$ cat config.mk
export PLATFORM = sky130hd
export DESIGN_NAME = odd_accumulator
export DESIGN_NICKNAME = d
export VERILOG_FILES = /design/src/rtl/odd_acc_pkg.sv /design/src/rtl/sync_edge_detect.sv /design/src/rtl/odd_accumulator.sv
export SDC_FILE = /design/constraint.sdc
export NUM_CORES = 1
export LEC_CHECK = 0
export BUFFER_PORTS_ARGS = -buffer_cell sky130_fd_sc_hd__buf_2
export CORE_MARGIN = 1.5
export CORE_UTILIZATION = 30
export CTS_BUF_LIST = sky130_fd_sc_hd__clkbuf_8
export DETAILED_ROUTE_END_ITERATION = 7
export GPL_TIMING_DRIVEN = 0
export PLACE_DENSITY = 0.56
export REMOVE_ABC_BUFFERS = 1
export SLEW_MARGIN = 20
export SYNTH_ARGS = -nofsm -noshare
export SYNTH_HDL_FRONTEND = slang
export SYNTH_SLANG_ARGS = --single-unit
$ cat constraint.sdc
create_clock -name clk -period 4.8 [get_ports clk]
set_input_delay 0.24 -clock clk [delete_from_list [all_inputs] [get_ports clk]]
set_output_delay 0.24 -clock clk [all_outputs]
set_load 0.02 [all_outputs]
$ cat src/rtl/odd_acc_pkg.sv
// Shared definitions for the odd accumulator: reduction mode codes and FSM state encoding.
package odd_acc_pkg;

  // Reduction modes, sampled together with N on the first strobe of a frame.
  localparam logic [1:0] MODE_CNT_ODD  = 2'b00;
  localparam logic [1:0] MODE_SUM_ODD  = 2'b01;
  localparam logic [1:0] MODE_MAX_ODD  = 2'b10;
  localparam logic [1:0] MODE_CNT_EVEN = 2'b11;

  // Frame collection states.
  typedef enum logic [1:0] {
    ST_IDLE    = 2'b00,
    ST_COLLECT = 2'b01,
    ST_DONE    = 2'b10
  } state_t;

  // A word is odd when its least significant bit is set.
  function automatic logic is_odd(input logic lsb);
    return lsb;
  endfunction

endpackage

$ cat src/rtl/sync_edge_detect.sv
// Multi-flop synchroniser for an asynchronous strobe followed by a rising-edge
// detector that yields a single-cycle pulse in the clk domain.
module sync_edge_detect #(
  parameter int SYNC_STAGES = 2
) (
  input  logic clk,
  input  logic reset,
  input  logic async_in,
  output logic pulse
);

  logic [SYNC_STAGES-1:0] sync_r;
  logic                   prev_r;

  // Shift the async strobe through the synchroniser chain and remember the last stage.
  always_ff @(posedge clk) begin
    if (reset) begin
      sync_r <= {SYNC_STAGES{1'b0}};
      prev_r <= 1'b0;
    end else begin
      sync_r <= {sync_r[SYNC_STAGES-2:0], async_in};
      prev_r <= sync_r[SYNC_STAGES-1];
    end
  end

  // Both terms come straight from flops, so the pulse is glitch-free and one cycle wide.
  assign pulse = sync_r[SYNC_STAGES-1] & ~prev_r;

endmodule

$ cat src/rtl/odd_accumulator.sv
// Frame-based odd/even reducer: collects N strobed words and reduces them by a
// mode chosen at frame start (count odd, sum odd with saturation, max odd, count even).
module odd_accumulator
  import odd_acc_pkg::*;
#(
  parameter int DATA_W      = 8,
  parameter int CNT_W       = 8,
  parameter int ACC_W       = 16,
  parameter int SYNC_STAGES = 2
) (
  input  logic              clk,
  input  logic              reset,
  input  logic [DATA_W-1:0] integers,
  input  logic [CNT_W-1:0]  N,
  input  logic              latch_in,
  input  logic [1:0]        mode,
  output logic [ACC_W-1:0]  out_value,
  output logic              ready,
  output logic              busy,
  output logic              overflow
);

  logic              stb_s;
  state_t            state_r;
  logic [CNT_W-1:0]  n_r;
  logic [CNT_W-1:0]  count_r;
  logic [1:0]        mode_r;
  logic [ACC_W-1:0]  acc_r;
  logic [ACC_W-1:0]  out_value_r;
  logic              ready_r;
  logic              busy_r;
  logic              overflow_r;

  logic              collecting_s;
  logic              start_s;
  logic [1:0]        step_mode_s;
  logic [ACC_W-1:0]  base_acc_s;
  logic [ACC_W-1:0]  word_ext_s;
  logic [ACC_W:0]    sum_s;
  logic              word_odd_s;
  logic [ACC_W-1:0]  next_acc_s;
  logic              step_ovf_s;
  logic [CNT_W-1:0]  count_next_s;
  logic              last_s;

  sync_edge_detect #(
    .SYNC_STAGES (SYNC_STAGES)
  ) u_sync_edge_detect (
    .clk      (clk),
    .reset    (reset),
    .async_in (latch_in),
    .pulse    (stb_s)
  );

  // Frame control: a frame either continues (COLLECT) or a new one starts from IDLE/DONE,
  // in which case the live N/mode inputs apply and the accumulator starts from zero.
  always_comb begin
    collecting_s = (state_r == ST_COLLECT);
    start_s      = stb_s && !collecting_s && (N != {CNT_W{1'b0}});
    if (collecting_s) begin
      step_mode_s  = mode_r;
      base_acc_s   = acc_r;
      count_next_s = count_r + {{(CNT_W-1){1'b0}}, 1'b1};
      last_s       = (count_next_s == n_r);
    end else begin
      step_mode_s  = mode;
      base_acc_s   = {ACC_W{1'b0}};
      count_next_s = {{(CNT_W-1){1'b0}}, 1'b1};
      last_s       = (N == {{(CNT_W-1){1'b0}}, 1'b1});
    end
  end

  // One reduction step of the current word onto the running accumulator.
  always_comb begin
    word_ext_s = ACC_W'(integers);
    word_odd_s = is_odd(integers[0]);
    sum_s      = {1'b0, base_acc_s} + {1'b0, word_ext_s};
    next_acc_s = base_acc_s;
    step_ovf_s = 1'b0;
    case (step_mode_s)
      MODE_CNT_ODD: begin
        if (word_odd_s) begin
          next_acc_s = base_acc_s + {{(ACC_W-1){1'b0}}, 1'b1};
        end else begin
          next_acc_s = base_acc_s;
        end
      end
      MODE_SUM_ODD: begin
        if (word_odd_s && sum_s[ACC_W]) begin
          next_acc_s = {ACC_W{1'b1}};
          step_ovf_s = 1'b1;
        end else if (word_odd_s) begin
          next_acc_s = sum_s[ACC_W-1:0];
        end else begin
          next_acc_s = base_acc_s;
        end
      end
      MODE_MAX_ODD: begin
        if (word_odd_s && (word_ext_s > base_acc_s)) begin
          next_acc_s = word_ext_s;
        end else begin
          next_acc_s = base_acc_s;
        end
      end
      MODE_CNT_EVEN: begin
        if (!word_odd_s) begin
          next_acc_s = base_acc_s + {{(ACC_W-1){1'b0}}, 1'b1};
        end else begin
          next_acc_s = base_acc_s;
        end
      end
      default: begin
        next_acc_s = base_acc_s;
        step_ovf_s = 1'b0;
      end
    endcase
  end

  // Frame FSM with counter, accumulator and registered outputs.
  always_ff @(posedge clk) begin
    if (reset) begin
      state_r     <= ST_IDLE;
      n_r         <= {CNT_W{1'b0}};
      count_r     <= {CNT_W{1'b0}};
      mode_r      <= MODE_CNT_ODD;
      acc_r       <= {ACC_W{1'b0}};
      out_value_r <= {ACC_W{1'b0}};
      ready_r     <= 1'b0;
      busy_r      <= 1'b0;
      overflow_r  <= 1'b0;
    end else begin
      case (state_r)
        ST_IDLE, ST_DONE: begin
          if (start_s) begin
            n_r        <= N;
            mode_r     <= mode;
            count_r    <= count_next_s;
            acc_r      <= next_acc_s;
            overflow_r <= step_ovf_s;
            if (last_s) begin
              state_r     <= ST_DONE;
              out_value_r <= next_acc_s;
              ready_r     <= 1'b1;
              busy_r      <= 1'b0;
            end else begin
              state_r <= ST_COLLECT;
              ready_r <= 1'b0;
              busy_r  <= 1'b1;
            end
          end
        end
        ST_COLLECT: begin
          if (stb_s) begin
            count_r    <= count_next_s;
            acc_r      <= next_acc_s;
            overflow_r <= overflow_r | step_ovf_s;
            if (last_s) begin
              state_r     <= ST_DONE;
              out_value_r <= next_acc_s;
              ready_r     <= 1'b1;
              busy_r      <= 1'b0;
            end
          end
        end
        default: begin
          state_r <= ST_IDLE;
          ready_r <= 1'b0;
          busy_r  <= 1'b0;
        end
      endcase
    end
  end

  assign out_value = out_value_r;
  assign ready     = ready_r;
  assign busy      = busy_r;
  assign overflow  = overflow_r;

endmodule

==> reports/qor.yml <==
run_status:
  status: "finished clean"
clocking:
  post-cts-setup-buffers: 0
  cts-root-buf: "clkbuf_8"
  path_clk_slew_ps: 70
  cts.sink_count: 57
  numCtsBuffers: 9
  cts_hold_buf: 0
  cts_tree: "done"
  max-clock-path-buffers: 2
  htreeDepth: 3
  clk_latency_ps: 360
  cts_resized: 0
floorplan:
  die_y_um: 125.4
  die_area_mm2: 0.01572
  start_util_pct: 30.79
  io_pins: 40
  core_mm2: 0.01459
  die_width_um: 125.4
  rows: 44
timing:
  worst_pin_slew_ps: 1029
  holdWs_ps: 101.7
  rsz0062_at_grt: "no"
  clock_skew_ps: 10.34
  finalSetupTns_ps: 0
  min_period_over_period_pct: 92.70
  final_hold_viol_count: 0
  relSlewSlack_pct: 31.38
  max_freq_mhz: 224.7
  setup_viol: 0
  min_period_ps: 4449
  setup_ws_ps: 350.5
  finalMaxSlewViolations: 0
final_layout:
  multi_input_area_mm2: 0.003157
  syn_to_final_growth_pct: 10.78
  regArea_mm2: 0.001141
  fillers: 1551
  post-route-util_pct: 34.11
  final_nets: 645
  final_cell_area_mm2: 0.004976
  layout-drive-gt1-share_pct: 13.56
  antenna_cells: 0
  final_cells: 796
pwr:
  power_leakage_nw: 1.867
  power.density_mw_per_mm2: 227.2
  ir_drop_v: 0.0002048
  power_mw: 1.131
worst_hold_path:
  min_path_type: "input port to flip-flop"
setup_path:
  slowest_delay_ps: 660
  worst-setup-path-type: "flip-flop to flip-flop"
  crit_required_ps: 5010
  crit_slowest_cell: "and2b_2"
  crit_chain: "and2b_2 -> nand2_1 -> ha_1 -> nand2_1 -> o21bai_1 -> a211o_1 -> a21oi_2 -> mux2i_1 -> o221ai_1 -> o21ai_0 -> o21ai_0"
  cp-start-kind: "flip-flop"
  critPathMaxFanout: 27
  crit_arrival_ps: 4660
  critPathCaptureType: "flip-flop"
global_route:
  grtUsageTotal_pct: 18.31
  grt_max_degree: 59
  busiest_layer: "met2"
  grt_pass1_vias: 4402
  grt_pass1_wl_um: 23130
  grtUsageMet3_pct: 3.594
  grt_use_met2_pct: 28.77
  antenna_found_initial: 0
  grtUsageMet1_pct: 25.02
  grt_overflow: 0
drt:
  drcViolationCount: 0
  vias_per_cell: 5.724
  ant_nets: 0
  routed_wl_um: 14180
  wl_per_cell_um: 17.81
  drtIter0Drc: 382
  first_pass_iters: 5
  vias: 4556
synthesis:
  synth_top_area_cell: "dfxtp_1"
  netlist_top_cells_area: "dfxtp_1, nand2_1, a21oi_1, nor2_1, xnor2_1"
  synthCells: 590
  synth-seq-cells: 57
  seq_area_frac_synth_pct: 25.40
  netlist-cell-type-count: 74
  async_reset_ff_share_pct: 0
  yosys_warnings: 0
  syn_area_mm2: 0.004492
  syn_area_per_cell_um2: 7.613
  synth_edf_count: 0
  synth_flop_cell: "dfxtp_1"
  synth_top_area_share_pct: 25.40
placement:
  io_buffer_count: 39
  dp_hpwl_um: 10140
  dp_cells: 781
  place.gp.congestion: 0.9100
  placed_area_mm2: 0.004781
  pre_cts_ws_ps: 29.62
job:
  cap_violations: 0
metal layers:
layer,wire [um],up-vias
li1,-,2193
met1,6654,2187
met2,6436,156
met3,811,20
met4,276,0
met5,0,-
Yosys cell counts (all sizes together), types with 3 or more instances:
cell     n
nand2   70
dfxtp   57
nor2    56
o21ai   48
a21oi   43
xnor2   23
nand3   22
clkbuf  21
xor2    18
nand3b  17
ha      16
mux2i   16
nor3    16
inv     12
buf     11
nor4    10
a211oi   9
o221ai   9
and3     8
o22ai    8
and2     7
nand2b   7
or3      7
a31oi    6
nor2b    6
o31ai    6
nand4b   5
o41ai    5
o211ai   4
o21bai   4
clkinv   3
mux2     3
o311ai   3
or2      3
sequential cells by signal (all words and copies together) (netlist names):
signal                     flops
overflow                       1
out_value                     16
mode_r                         2
u_sync_edge_detect.sync_r      2
ready                          1
busy                           1
count_r                        8
n_r                            8
u_sync_edge_detect.prev_r      1
acc_r                         16
state_r                        1
cell families (layout without fill, tap and decap cells):
group,after synthesis,count (layout),share of synthesized area (%)
buffers and inverters,47,69,4.652
XOR/XNOR,42,42,8.496
flip-flops,57,57,25.40
adder cells (fa/ha/maj),16,16,4.457
AO/OA/AOI/OAI,168,168,24.99
AND/OR/NAND/NOR,241,241,27.69
multiplexers,19,19,4.317
placed cells by master (no fill, tap or decap), types with 15 or more instances in the layout:
| master | netlist | layout |
|---|---|---|
| xnor2_1 | 23 | 23 |
| ha_1 | 16 | 16 |
| a21oi_1 | 42 | 42 |
| o21ai_0 | 38 | 38 |
| nand3b_1 | 17 | 17 |
| mux2i_1 | 16 | 15 |
| nor2_1 | 56 | 56 |
| xor2_1 | 18 | 18 |
| nand2_1 | 67 | 67 |
| dfxtp_1 | 57 | 57 |
| nand3_1 | 22 | 22 |
| nor3_1 | 15 | 15 |
| buf_2 | 6 | 39 |
power breakdown:
part	internal (mW)	leakage, nW	switching, mW
Combinational	0.0603	1.31	0.114
Sequential	0.483	0.461	0.0148
Clock	0.250	0.0981	0.209
Total	0.793	1.87	0.338
path summary, 6_finish.rpt:
path	from	end	slack, ps	cells after the start
max	state_r[0]	out_value[2]	350	11
max reg2reg	state_r[0]	out_value[2]	350	11
min	latch_in	u_sync_edge_detect.sync_r[0]	100	2
min reg2reg	out_value[10]	out_value[10]	450	2
worst max-delay path, delay by kind of cell, from the launching register on:
family          cells  cell delay, ps
compound gates      6            1780
flops               1             640
simple gates        3            1100
fa+ha+maj           1             480
mux                 1             300
cell type report:
cell class	count	share of cell area, %
clock buffer	10	2.766
clock inverter	5	1.132
inverter	15	1.182
multi-input combinational	486	63.44
sequential	57	22.93
tap	184	4.627
timing repair buffer	39	3.923
Power figures use the tool's default switching activity.
